--- config.mk ---
export PLATFORM = sky130hd
export DESIGN_NAME = dds_phase_acc
export DESIGN_NICKNAME = d
export VERILOG_FILES = /design/src/rtl/dds_pkg.sv /design/src/rtl/dds_ftw_shadow.sv /design/src/rtl/dds_phase_acc.sv
export SDC_FILE = /design/constraint.sdc
export NUM_CORES = 1
export LEC_CHECK = 0
export CORE_ASPECT_RATIO = 0.9
export CORE_MARGIN = 10
export CORE_UTILIZATION = 35
export DETAILED_ROUTE_END_ITERATION = 10
export PLACE_DENSITY_LB_ADDON = 0.25
export SYNTH_ARGS = -nofsm -noshare
export SYNTH_HDL_FRONTEND = slang
export SYNTH_SLANG_ARGS = --single-unit
export TNS_END_PERCENT = 1
--- constraint.sdc ---
create_clock -name clock -period 5.7 [get_ports clock]
set_input_delay 0.57 -clock clock [delete_from_list [all_inputs] [get_ports clock]]
set_output_delay 0.57 -clock clock [all_outputs]
set_load 0.02 [all_outputs]
--- src/rtl/dds_pkg.sv ---
// dds_pkg: shared definitions for the DDS waveform path.
//   dds_state_e  - phase-accumulator control state
//   DDS_ACC_W    - default accumulator / tuning-word width
//   DDS_ADDR_W   - default waveform ROM address width
//   DDS_ROM_LAT  - ROM read latency; sets the depth of the q_valid delay line
package dds_pkg;

   typedef enum logic [1:0] {
      IDLE     = 2'd0,
      RUN      = 2'd1,
      STOPPING = 2'd2
   } dds_state_e;

   localparam int unsigned DDS_ACC_W   = 32;
   localparam int unsigned DDS_ADDR_W  = 12;
   localparam int unsigned DDS_ROM_LAT = 1;

endpackage

--- src/rtl/dds_ftw_shadow.sv ---
// dds_ftw_shadow: frequency tuning word holding registers.
// Holds the active FTW used by the accumulator plus a shadow copy for loads that
// must wait until the next phase wrap, so the frequency only changes on a period
// boundary.
// Ports:
//   clock, rst_n  - clock, asynchronous active-low reset
//   ftw, ftw_load - tuning word and its load strobe
//   sync_update   - with ftw_load: 1 = defer to next wrap (only while busy)
//   busy          - accumulator is running (not IDLE)
//   carry         - strobe that commits a pending shadow value (wrap or stop-to-idle)
//   ftw_active    - tuning word currently accumulated
//   ftw_pending   - shadow holds a deferred tuning word
module dds_ftw_shadow
   import dds_pkg::*;
#(
   parameter int unsigned ACC_W = DDS_ACC_W
) (
   input  logic             clock,
   input  logic             rst_n,
   input  logic [ACC_W-1:0] ftw,
   input  logic             ftw_load,
   input  logic             sync_update,
   input  logic             busy,
   input  logic             carry,
   output logic [ACC_W-1:0] ftw_active,
   output logic             ftw_pending
);

   logic [ACC_W-1:0] active_q, active_d;
   logic [ACC_W-1:0] shadow_q, shadow_d;
   logic             pending_q, pending_d;
   logic             load_now;
   logic             load_defer;

   always_comb begin
      active_d   = active_q;
      shadow_d   = shadow_q;
      pending_d  = pending_q;
      load_now   = ftw_load & ~(busy & sync_update);
      load_defer = ftw_load & busy & sync_update;

      if (carry && pending_q) begin
         active_d  = shadow_q;
         pending_d = 1'b0;
      end
      // A deferred load coinciding with a commit: old shadow is applied above and
      // the new word waits for the following wrap.
      if (load_defer) begin
         shadow_d  = ftw;
         pending_d = 1'b1;
      end
      if (load_now) begin
         active_d = ftw;
      end
   end

   always_ff @(posedge clock or negedge rst_n) begin
      if (!rst_n) begin
         active_q  <= '0;
         shadow_q  <= '0;
         pending_q <= 1'b0;
      end else begin
         active_q  <= active_d;
         shadow_q  <= shadow_d;
         pending_q <= pending_d;
      end
   end

   assign ftw_active  = active_q;
   assign ftw_pending = pending_q;

endmodule

--- src/rtl/dds_phase_acc.sv ---
// dds_phase_acc: phase-accumulator address generator for the DDS waveform ROMs.
// Accumulates the active FTW every clock while running and forms the ROM address
// from the accumulator's top ADDR_W bits plus a phase offset. Stop is phase
// coherent: the block keeps running until the next accumulator overflow and
// drops out without emitting the wrapped sample. ADDR_W must not exceed ACC_W.
// Ports:
//   clock, rst_n        - clock, asynchronous active-low reset
//   start, stop         - single-cycle start / coherent stop requests
//   ftw, ftw_load       - tuning word and load strobe
//   sync_update         - defer the loaded FTW to the next wrap while busy
//   phase_ofs           - phase offset added to the address every cycle
//   address, addr_valid - registered ROM address and its valid flag
//   q_valid             - addr_valid delayed by the ROM read latency
//   wrap                - pulse registered with the post-overflow sample
//   busy, ftw_pending   - not IDLE / deferred FTW waiting for a wrap
module dds_phase_acc
   import dds_pkg::*;
#(
   parameter int unsigned ACC_W  = DDS_ACC_W,
   parameter int unsigned ADDR_W = DDS_ADDR_W
) (
   input  logic              clock,
   input  logic              rst_n,
   input  logic              start,
   input  logic              stop,
   input  logic [ACC_W-1:0]  ftw,
   input  logic              ftw_load,
   input  logic              sync_update,
   input  logic [ADDR_W-1:0] phase_ofs,
   output logic [ADDR_W-1:0] address,
   output logic              addr_valid,
   output logic              q_valid,
   output logic              wrap,
   output logic              busy,
   output logic              ftw_pending
);

   dds_state_e        state_q, state_d;
   logic [ACC_W-1:0]  acc_q, acc_d;
   logic [ADDR_W-1:0] address_q, address_d;
   logic              addr_valid_q, addr_valid_d;
   logic              wrap_q, wrap_d;
   logic [DDS_ROM_LAT-1:0] vld_pipe_q;

   logic [ACC_W:0]    sum;
   logic              carry;
   logic [ADDR_W-1:0] acc_addr;
   logic [ACC_W-1:0]  ftw_active;
   logic              commit;

   assign sum      = {1'b0, acc_q} + {1'b0, ftw_active};
   assign carry    = sum[ACC_W];
   assign acc_addr = sum[ACC_W-1 -: ADDR_W] + phase_ofs;

   always_comb begin
      state_d      = state_q;
      acc_d        = acc_q;
      address_d    = address_q;
      addr_valid_d = addr_valid_q;
      wrap_d       = 1'b0;
      commit       = 1'b0;

      unique case (state_q)
         IDLE: begin
            addr_valid_d = 1'b0;
            if (start) begin
               acc_d        = '0;
               address_d    = phase_ofs;
               addr_valid_d = 1'b1;
               state_d      = RUN;
            end
         end
         RUN: begin
            acc_d        = sum[ACC_W-1:0];
            address_d    = acc_addr;
            addr_valid_d = 1'b1;
            wrap_d       = carry;
            commit       = carry;
            if (stop) state_d = STOPPING;
         end
         STOPPING: begin
            if (start) begin
               // Cancelled stop: behave exactly like a RUN cycle, phase untouched.
               acc_d        = sum[ACC_W-1:0];
               address_d    = acc_addr;
               addr_valid_d = 1'b1;
               wrap_d       = carry;
               commit       = carry;
               state_d      = RUN;
            end else if (carry || (ftw_active == '0)) begin
               // Overflow sample is swallowed; any deferred FTW is committed on the
               // way to IDLE so it is not left stranded.
               acc_d        = '0;
               address_d    = '0;
               addr_valid_d = 1'b0;
               commit       = 1'b1;
               state_d      = IDLE;
            end else begin
               acc_d        = sum[ACC_W-1:0];
               address_d    = acc_addr;
               addr_valid_d = 1'b1;
            end
         end
         default: begin
            state_d      = IDLE;
            addr_valid_d = 1'b0;
         end
      endcase
   end

   always_ff @(posedge clock or negedge rst_n) begin
      if (!rst_n) begin
         state_q      <= IDLE;
         acc_q        <= '0;
         address_q    <= '0;
         addr_valid_q <= 1'b0;
         wrap_q       <= 1'b0;
      end else begin
         state_q      <= state_d;
         acc_q        <= acc_d;
         address_q    <= address_d;
         addr_valid_q <= addr_valid_d;
         wrap_q       <= wrap_d;
      end
   end

   // Delay line matching the ROM read latency.
   always_ff @(posedge clock or negedge rst_n) begin
      if (!rst_n) begin
         vld_pipe_q <= '0;
      end else begin
         vld_pipe_q[0] <= addr_valid_q;
         for (int i = 1; i < int'(DDS_ROM_LAT); i++) begin
            vld_pipe_q[i] <= vld_pipe_q[i-1];
         end
      end
   end

   dds_ftw_shadow #(
      .ACC_W (ACC_W)
   ) u_ftw_shadow (
      .clock       (clock),
      .rst_n       (rst_n),
      .ftw         (ftw),
      .ftw_load    (ftw_load),
      .sync_update (sync_update),
      .busy        (busy),
      .carry       (commit),
      .ftw_active  (ftw_active),
      .ftw_pending (ftw_pending)
   );

   assign address    = address_q;
   assign addr_valid = addr_valid_q;
   assign q_valid    = vld_pipe_q[DDS_ROM_LAT-1];
   assign wrap       = wrap_q;
   assign busy       = (state_q != IDLE);

endmodule

## After elaboration in Yosys (flattened, before gate mapping)

Cells that the tools add are included.

| storage, ports and cells | value |
|---|---|
| register bits after elaboration | 114 |
| logic and storage cells | 57 |
| input port bits | 50 |
| output and inout bits | 17 |

| operators by class | value |
|---|---|
| reduce and logical (&&, ||, !) cells | 10 |
| add/subtract/negate cells | 2 |
| bitwise logic cells | 5 |
| mux-type cells | 26 |
| eq/ne operators | 5 |

Operator list:

| cell | count |
|---|---|
| $mux W32 | 5 |
| $pmux W32 S3 | 1 |
| $mux W12 | 3 |
| $pmux W12 S3 | 1 |
| $add A32 B32 Y33 | 1 |
| $logic_not A32 Y1 | 1 |
| $add A12 B12 Y12 | 1 |
| $mux W1 | 8 |
| $mux W2 | 4 |
| $pmux W2 S3 | 1 |
| $reduce_bool A2 Y1 | 3 |
| $and A1 B1 Y1 | 4 |
| $ne A2 B2 Y1 const B | 2 |
| $pmux W1 S2 | 2 |
| $ne A3 B3 Y1 const B | 1 |
| $pmux W1 S3 | 1 |
| $reduce_and A3 Y1 | 1 |
| $reduce_bool A3 Y1 | 1 |
| $eq A2 B1 Y1 const B | 1 |
| $eq A2 B2 Y1 const B | 1 |
| $logic_not A2 Y1 | 1 |
| $reduce_and A2 Y1 | 1 |
| $logic_and A1 B1 Y1 | 1 |
| $logic_or A1 B1 Y1 | 1 |
| $not A1 Y1 | 1 |

## Depth between registers and ports, before layout

Gate-level depths: netlist of run 1.

| depth | value |
|---|---|
| word-level depth | 8 |
| depth in mapped cells | 21 |
| gate-level depth less buffers | 21 |

## Modules after synthesis

A second synthesis of run 1 with hierarchy kept.

| second synthesis, totals | value |
|---|---|
| cells, all modules | 740 |
| area, all modules | 7135.6 um^2 |

By module, submodules not included:

| module | area an instance (um^2) | times used | seq. area each (um^2) | cells an instance |
|---|---|---|---|---|
| dds_phase_acc | 4428.0 | 1 | 1226.2 | 530 |
| dds_ftw_shadow | 2707.6 | 1 | 1626.6 | 210 |

## Least setup slack after synthesis of run 1

OpenSTA, ideal clock, no wires.

| path | value |
|---|---|
| path kind | reg2reg |
| start | register acc_q[1] |
| end | register address_q[11], in the netlist address[11] |
| path slack | 1375 ps |
| data required time | 5618 ps |
| arrival | 4243 ps |
| library setup time | 82 ps |
| path buffers | 0 |
| period minus slack after synthesis | 4325 ps |
| cell stages (with the launch flop) | 19 |
| path through | dfrtp_1 > ha_1 > a211o_1 > a211oi_1 > o21ai_1 > a21oi_1 > o21bai_1 > a21oi_1 > xnor2_1 > ha_1 > a21o_1 > a21o_1 > a21o_1 > o311a_1 > o41ai_1 > o21ai_0 > xnor2_1 > or3_1 > a31oi_1 |

| on the way | value |
|---|---|
| word-level cells in the longest chain between the ends | 5 |
| elaborated cells on any way between the ends | 6 |
| classes of those cells | 2 x add/sub; 3 x mux; 1 x reduce/logical |

Ends and longest elaborated chain:

| element | line | RTL |
|---|---|---|
| from (decl) | dds_phase_acc.sv:39 | `logic [ACC_W-1:0] acc_q, acc_d;` |
| from (signal assigned) | dds_phase_acc.sv:114 | `acc_q <= '0;` |
| from (signal assigned) | dds_phase_acc.sv:120 | `acc_q <= acc_d;` |
| $add A32 B32 Y33 * | dds_phase_acc.sv:51 | `assign sum = {1'b0, acc_q} + {1'b0, ftw_active};` |
| $add A12 B12 Y12 / $logic_or A1 B1 Y1 (equally long branches) | dds_phase_acc.sv:53, dds_phase_acc.sv:90 |  |
| $mux W12 | dds_phase_acc.sv:90 | `end else if (carry \|\| (ftw_active == '0)) begin` |
| $mux W12 | dds_phase_acc.sv:82 | `if (start) begin` |
| $pmux W12 S3 * | dds_phase_acc.sv:63 | `unique case (state_q)` |
| to (signal assigned) | dds_phase_acc.sv:121 | `address_q <= address_d;` |
| to (decl) | dds_phase_acc.sv:40 | `logic [ADDR_W-1:0] address_q, address_d;` |

Every way passes the cells marked *; elsewhere a longest branch is shown, timed or not.
A chain may end at the register's enable or synchronous reset.

## Worst setup path after layout of run 1

| path | value |
|---|---|
| start | register u_ftw_shadow.active_q[0], in the netlist u_ftw_shadow.ftw_active[0] |
| end | register address_q[10], in the netlist address[10] |

| on the way | value |
|---|---|
| word-level cells in the longest chain between the ends | 5 |
| elaborated cells on any way between the ends | 7 |
| classes of those cells | 2 x add/sub; 3 x mux; 2 x reduce/logical |

Ends and longest elaborated chain:

| element | line | RTL |
|---|---|---|
| from (decl) | dds_ftw_shadow.sv:29 | `logic [ACC_W-1:0] active_q, active_d;` |
| from (signal assigned) | dds_ftw_shadow.sv:63 | `active_q <= active_d;` |
| $add A32 B32 Y33 / $logic_not A32 Y1 (equally long branches) | dds_phase_acc.sv:51, dds_phase_acc.sv:90 |  |
| $add A12 B12 Y12 / $logic_or A1 B1 Y1 (equally long branches) | dds_phase_acc.sv:53, dds_phase_acc.sv:90 |  |
| $mux W12 | dds_phase_acc.sv:90 |  |
| $mux W12 | dds_phase_acc.sv:82 |  |
| $pmux W12 S3 * | dds_phase_acc.sv:63 |  |

Marked as above.

==> summary.md, run 1 <==
| Metric | Value |
|---|---|
| Status | `completed` |
| Post-synth top area share | `40.8%` |
| CP max FO | `3` |
| Main synth FF type | `dfrtp_1` |
| Mux cell area share after synthesis | `9.73%` |
| GRT Overall Usage | `13.5%` |
| Number of flops mapped to enable cells by yosys | `0` |
| Largest family of logic cells by synthesized area | `compound AO/OA/AOI/OAI gates` |
| Post-layout util | `43.7%` |
| Synthesis-stage register bit count | `114` |
| Period utilisation layout | `87.2%` |
| Layout cell share with drive strength beyond 1 | `10.4%` |
| Dpl ws | `between 800 and 900 ps` |
| Synthesized area per cell | `9.71 µm²` |
| Vias in the first global route | `5435` |
| CTS max path bufs | `2` |
| Clk_lat worst skew | `420 ps` |
| DIE AREA | `26100 µm²` |
| Critical Path RT | `about 6000 ps` |
| Syn nets | `821` |
| Global-route wire length before repair | `just under 30000 µm` |
| # diodes | `0` |
| Post-CTS Hold Buffers | `0` |
| FF-to-FF path depth | `21` |
| Clock net sink count | `114` |
| Clock skew | `between 10 and 15 ps` |
| Pwr Density | `~750 nW/µm²` |
| Cell with the most instances after synthesis | `dfrtp_1` |
| Io pins | `67` |
| CTS-repair resized insts | `0` |
| CTS clock-pin slew for the worst setup and hold paths | `~60 ps` |
| Most common library cells after synthesis | `dfrtp_1, nor2_1, a21oi_1, nand2_1, ha_1` |
| Fmax | `around 0.2 GHz` |
| Max Cap Viol | `0` |
| GRT overflow | `0` |
| Fin. max-slew vios | `0` |
| Die X | `~170 µm` |
| Minimum clock period | `~5000 ps` |
| Yosys warning count | `0` |
| Setup Fix Bufs, Post-CTS | `0` |
| Fin nets | `882` |
| Via Count | `5609` |
| DRC | `0` |
| Final Setup Violations | `0` |
| Synth Area in Compound Gates | `21.3%` |
| CP startpoint kind | `flip-flop` |
| Hold Path Class | `input pin to async pin` |
| Largest net degree at the start of global routing | `65` |
| Yosys top cell by area | `dfrtp_1` |
| Synth top area cells | `dfrtp_1, ha_1, mux2_2` |
| Initial antenna violation count | `0` |
| Setup TNS | `0 ps` |
| Maximum VDD drop | `around 0.00026 V` |
| Simple-gate share of the synthesized area | `a little under an eighth` |
| Post-Synth XOR/XNOR Area | `3.88%` |
| Crit path launch | `u_ftw_shadow.ftw_active[0]$_DFFE_PN0P_` |
| HPWL after DPL | `12500 µm` |
| Register area share after synthesis | `40.8%` |
| Cell count after synthesis | `721` |
| Worst setup path class | `flip-flop to flip-flop` |
| Synth async-reset ratio | `100%` |
| Fillers | `1861` |
| Area Growth Syn to Fin | `21.3%` |
| 1st-iter DRT viols | `360` |
| Starting Density | `between 30% and 40%` |
| Hold Slack | `227 ps` |
| Via density | `about 5.4` |
| Post-DRT Antenna Nets | `0` |
| Final WS setup | `731 ps` |
| Hold Fails Final Rpt | `0` |
| Clk root buf | `clkbuf_16` |
| Core ar. | `approximately 19000 µm²` |
| WP data arrival | `5290 ps` |
| Adder-Cell Fraction of Synth Area | `9.15%` |
| Library cells used by synthesis | `58` |
| Number of port buffers | `66` |
| Rows | `48` |
| Syn Std Cell Area | `7000 µm²` |
| Total CTS buffers | `17` |
| DR WL/cell | `16.7 µm` |
| Actual slew at the worst max-slew pin | `769 ps` |
| Router iterations before antenna repair | `4` |
| Lkg Pwr | `about 3.7 nW` |
| Worst setup EP type | `flip-flop` |
| Gpl congestion | `0.855` |
| Worst flop-to-flop path startpoint | `u_ftw_shadow.ftw_active[0]$_DFFE_PN0P_` |
| Final WL | `17500 µm` |
| RSZ-0062 raised after global routing | `no` |
| Die height | `approximately 150 µm` |
| TritonCTS clock tree | `built` |
| Worst slew margin | `roughly half` |
| H-tree levels | `4` |
| Pwr Total | `6.40 mW` |
==> final cells by class <==
cell class	count	area, µm²	share of cell area (%)
Multi-Input combinational cell	550	3920	46.1
Sequential cell	114	2850	33.6
Timing Repair Buffer	74	718	8.46
Clock buffer	19	443	5.22
Tap cell	250	313	3.69
Clock inverter	13	150	1.77
Inverter	25	93.8	1.11
==> kinds of logic (layout without fill, tap and decap cells) <==
family	after synthesis	count (layout)
xor+xnor	31	31
compound gates	220	220
simple gates	185	185
mux	64	64
fa+ha+maj	50	50
flops	114	114
buf+inv	57	131
==> layout by cell type, fill, tap and decap left out, types with 5 or more instances in the layout <==
| cell | synthesis | routed |
|---|---|---|
| ha_1 | 48 | 48 |
| a22o_1 | 9 | 9 |
| a31oi_1 | 6 | 6 |
| nor3_1 | 8 | 8 |
| a21o_1 | 25 | 24 |
| nor2_1 | 71 | 71 |
| a221oi_1 | 7 | 7 |
| inv_1 | 25 | 25 |
| xor2_1 | 13 | 13 |
| mux2i_1 | 32 | 32 |
| o41ai_1 | 5 | 5 |
| nand2b_1 | 6 | 6 |
| buf_4 | 0 | 9 |
| clkbuf_16 | 0 | 17 |
| dfrtp_1 | 114 | 114 |
| nand2_1 | 58 | 58 |
| and3_1 | 6 | 6 |
| xnor2_1 | 18 | 18 |
| a21oi_1 | 70 | 70 |
| clkdlybuf4s50_1 | 0 | 65 |
| o21a_1 | 6 | 6 |
| o31ai_1 | 17 | 17 |
| o21ai_0 | 33 | 32 |
| mux2_2 | 32 | 32 |
| nand3_1 | 11 | 11 |
| nor4_1 | 8 | 8 |
==> power breakdown <==
group | total (mW) | switching [mW] | internal [mW]
clock | 1.08 | 0.419 | 0.662
combinational | 3.86 | 2.21 | 1.65
sequential | 1.46 | 0.261 | 1.20
==> worst max-delay path: stages, from the launching register on <==
cell	delay, ps
dfrtp_1	380
ha_1	200
inv_1	60
fa_1	390
nand2b_1	190
a21o_1	200
a2111oi_2	300
nor3_1	180
nand2_1	170
xor2_1	250
ha_1	230
inv_1	60
fa_1	390
nor2b_1	130
o21ai_0	100
a21boi_0	240
o21ai_0	150
a21boi_0	250
o21ai_0	190
a2111oi_0	480
a311oi_1	90
o31ai_1	210
==> layer usage <==
layer / track usage, % / wire [µm]
met5: 0 / 0
met4: 4.11 / 209
met3: 3.34 / 990
met2: 18.8 / 7010
met1: 20.0 / 9240
==> registers in the layout (all words and copies together) (netlist names) <==
signal and count:
acc_q 32, q_valid 1, state_q 2, u_ftw_shadow.shadow_q 32, u_ftw_shadow.ftw_active 32, u_ftw_shadow.ftw_pending 1
addr_valid 1, wrap 1, address 12
==> metrics by stage <==
stage	std cells	cell area (µm²)
after floorplan	721	7000
after global placement	1013	7890
after detailed placement	1013	7890
after CTS	1045	8490
after global routing	1045	8490
final	1045	8490
==> final timing paths <==
check	to	slack [ps]
max in group asynchronous	u_ftw_shadow.ftw_active[8]$_DFFE_PN0P_	4240
min in group clock	q_valid$_DFF_PN0_	380
hold / removal	u_ftw_shadow.shadow_q[25]$_DFFE_PN0P_	230
setup / recovery	address[10]$_DFFE_PN0P_	730
hold reg to reg	q_valid$_DFF_PN0_	380
setup reg to reg	address[10]$_DFFE_PN0P_	730
(Power assumes the default switching activity.)
==> inputs of run 2 (changes only) <==
Settings changed: HOLD_SLACK_MARGIN set to 0.08.
==> results of run 2 <==
Same layout as run 1: the final DEF is identical, and so are final timing and power.
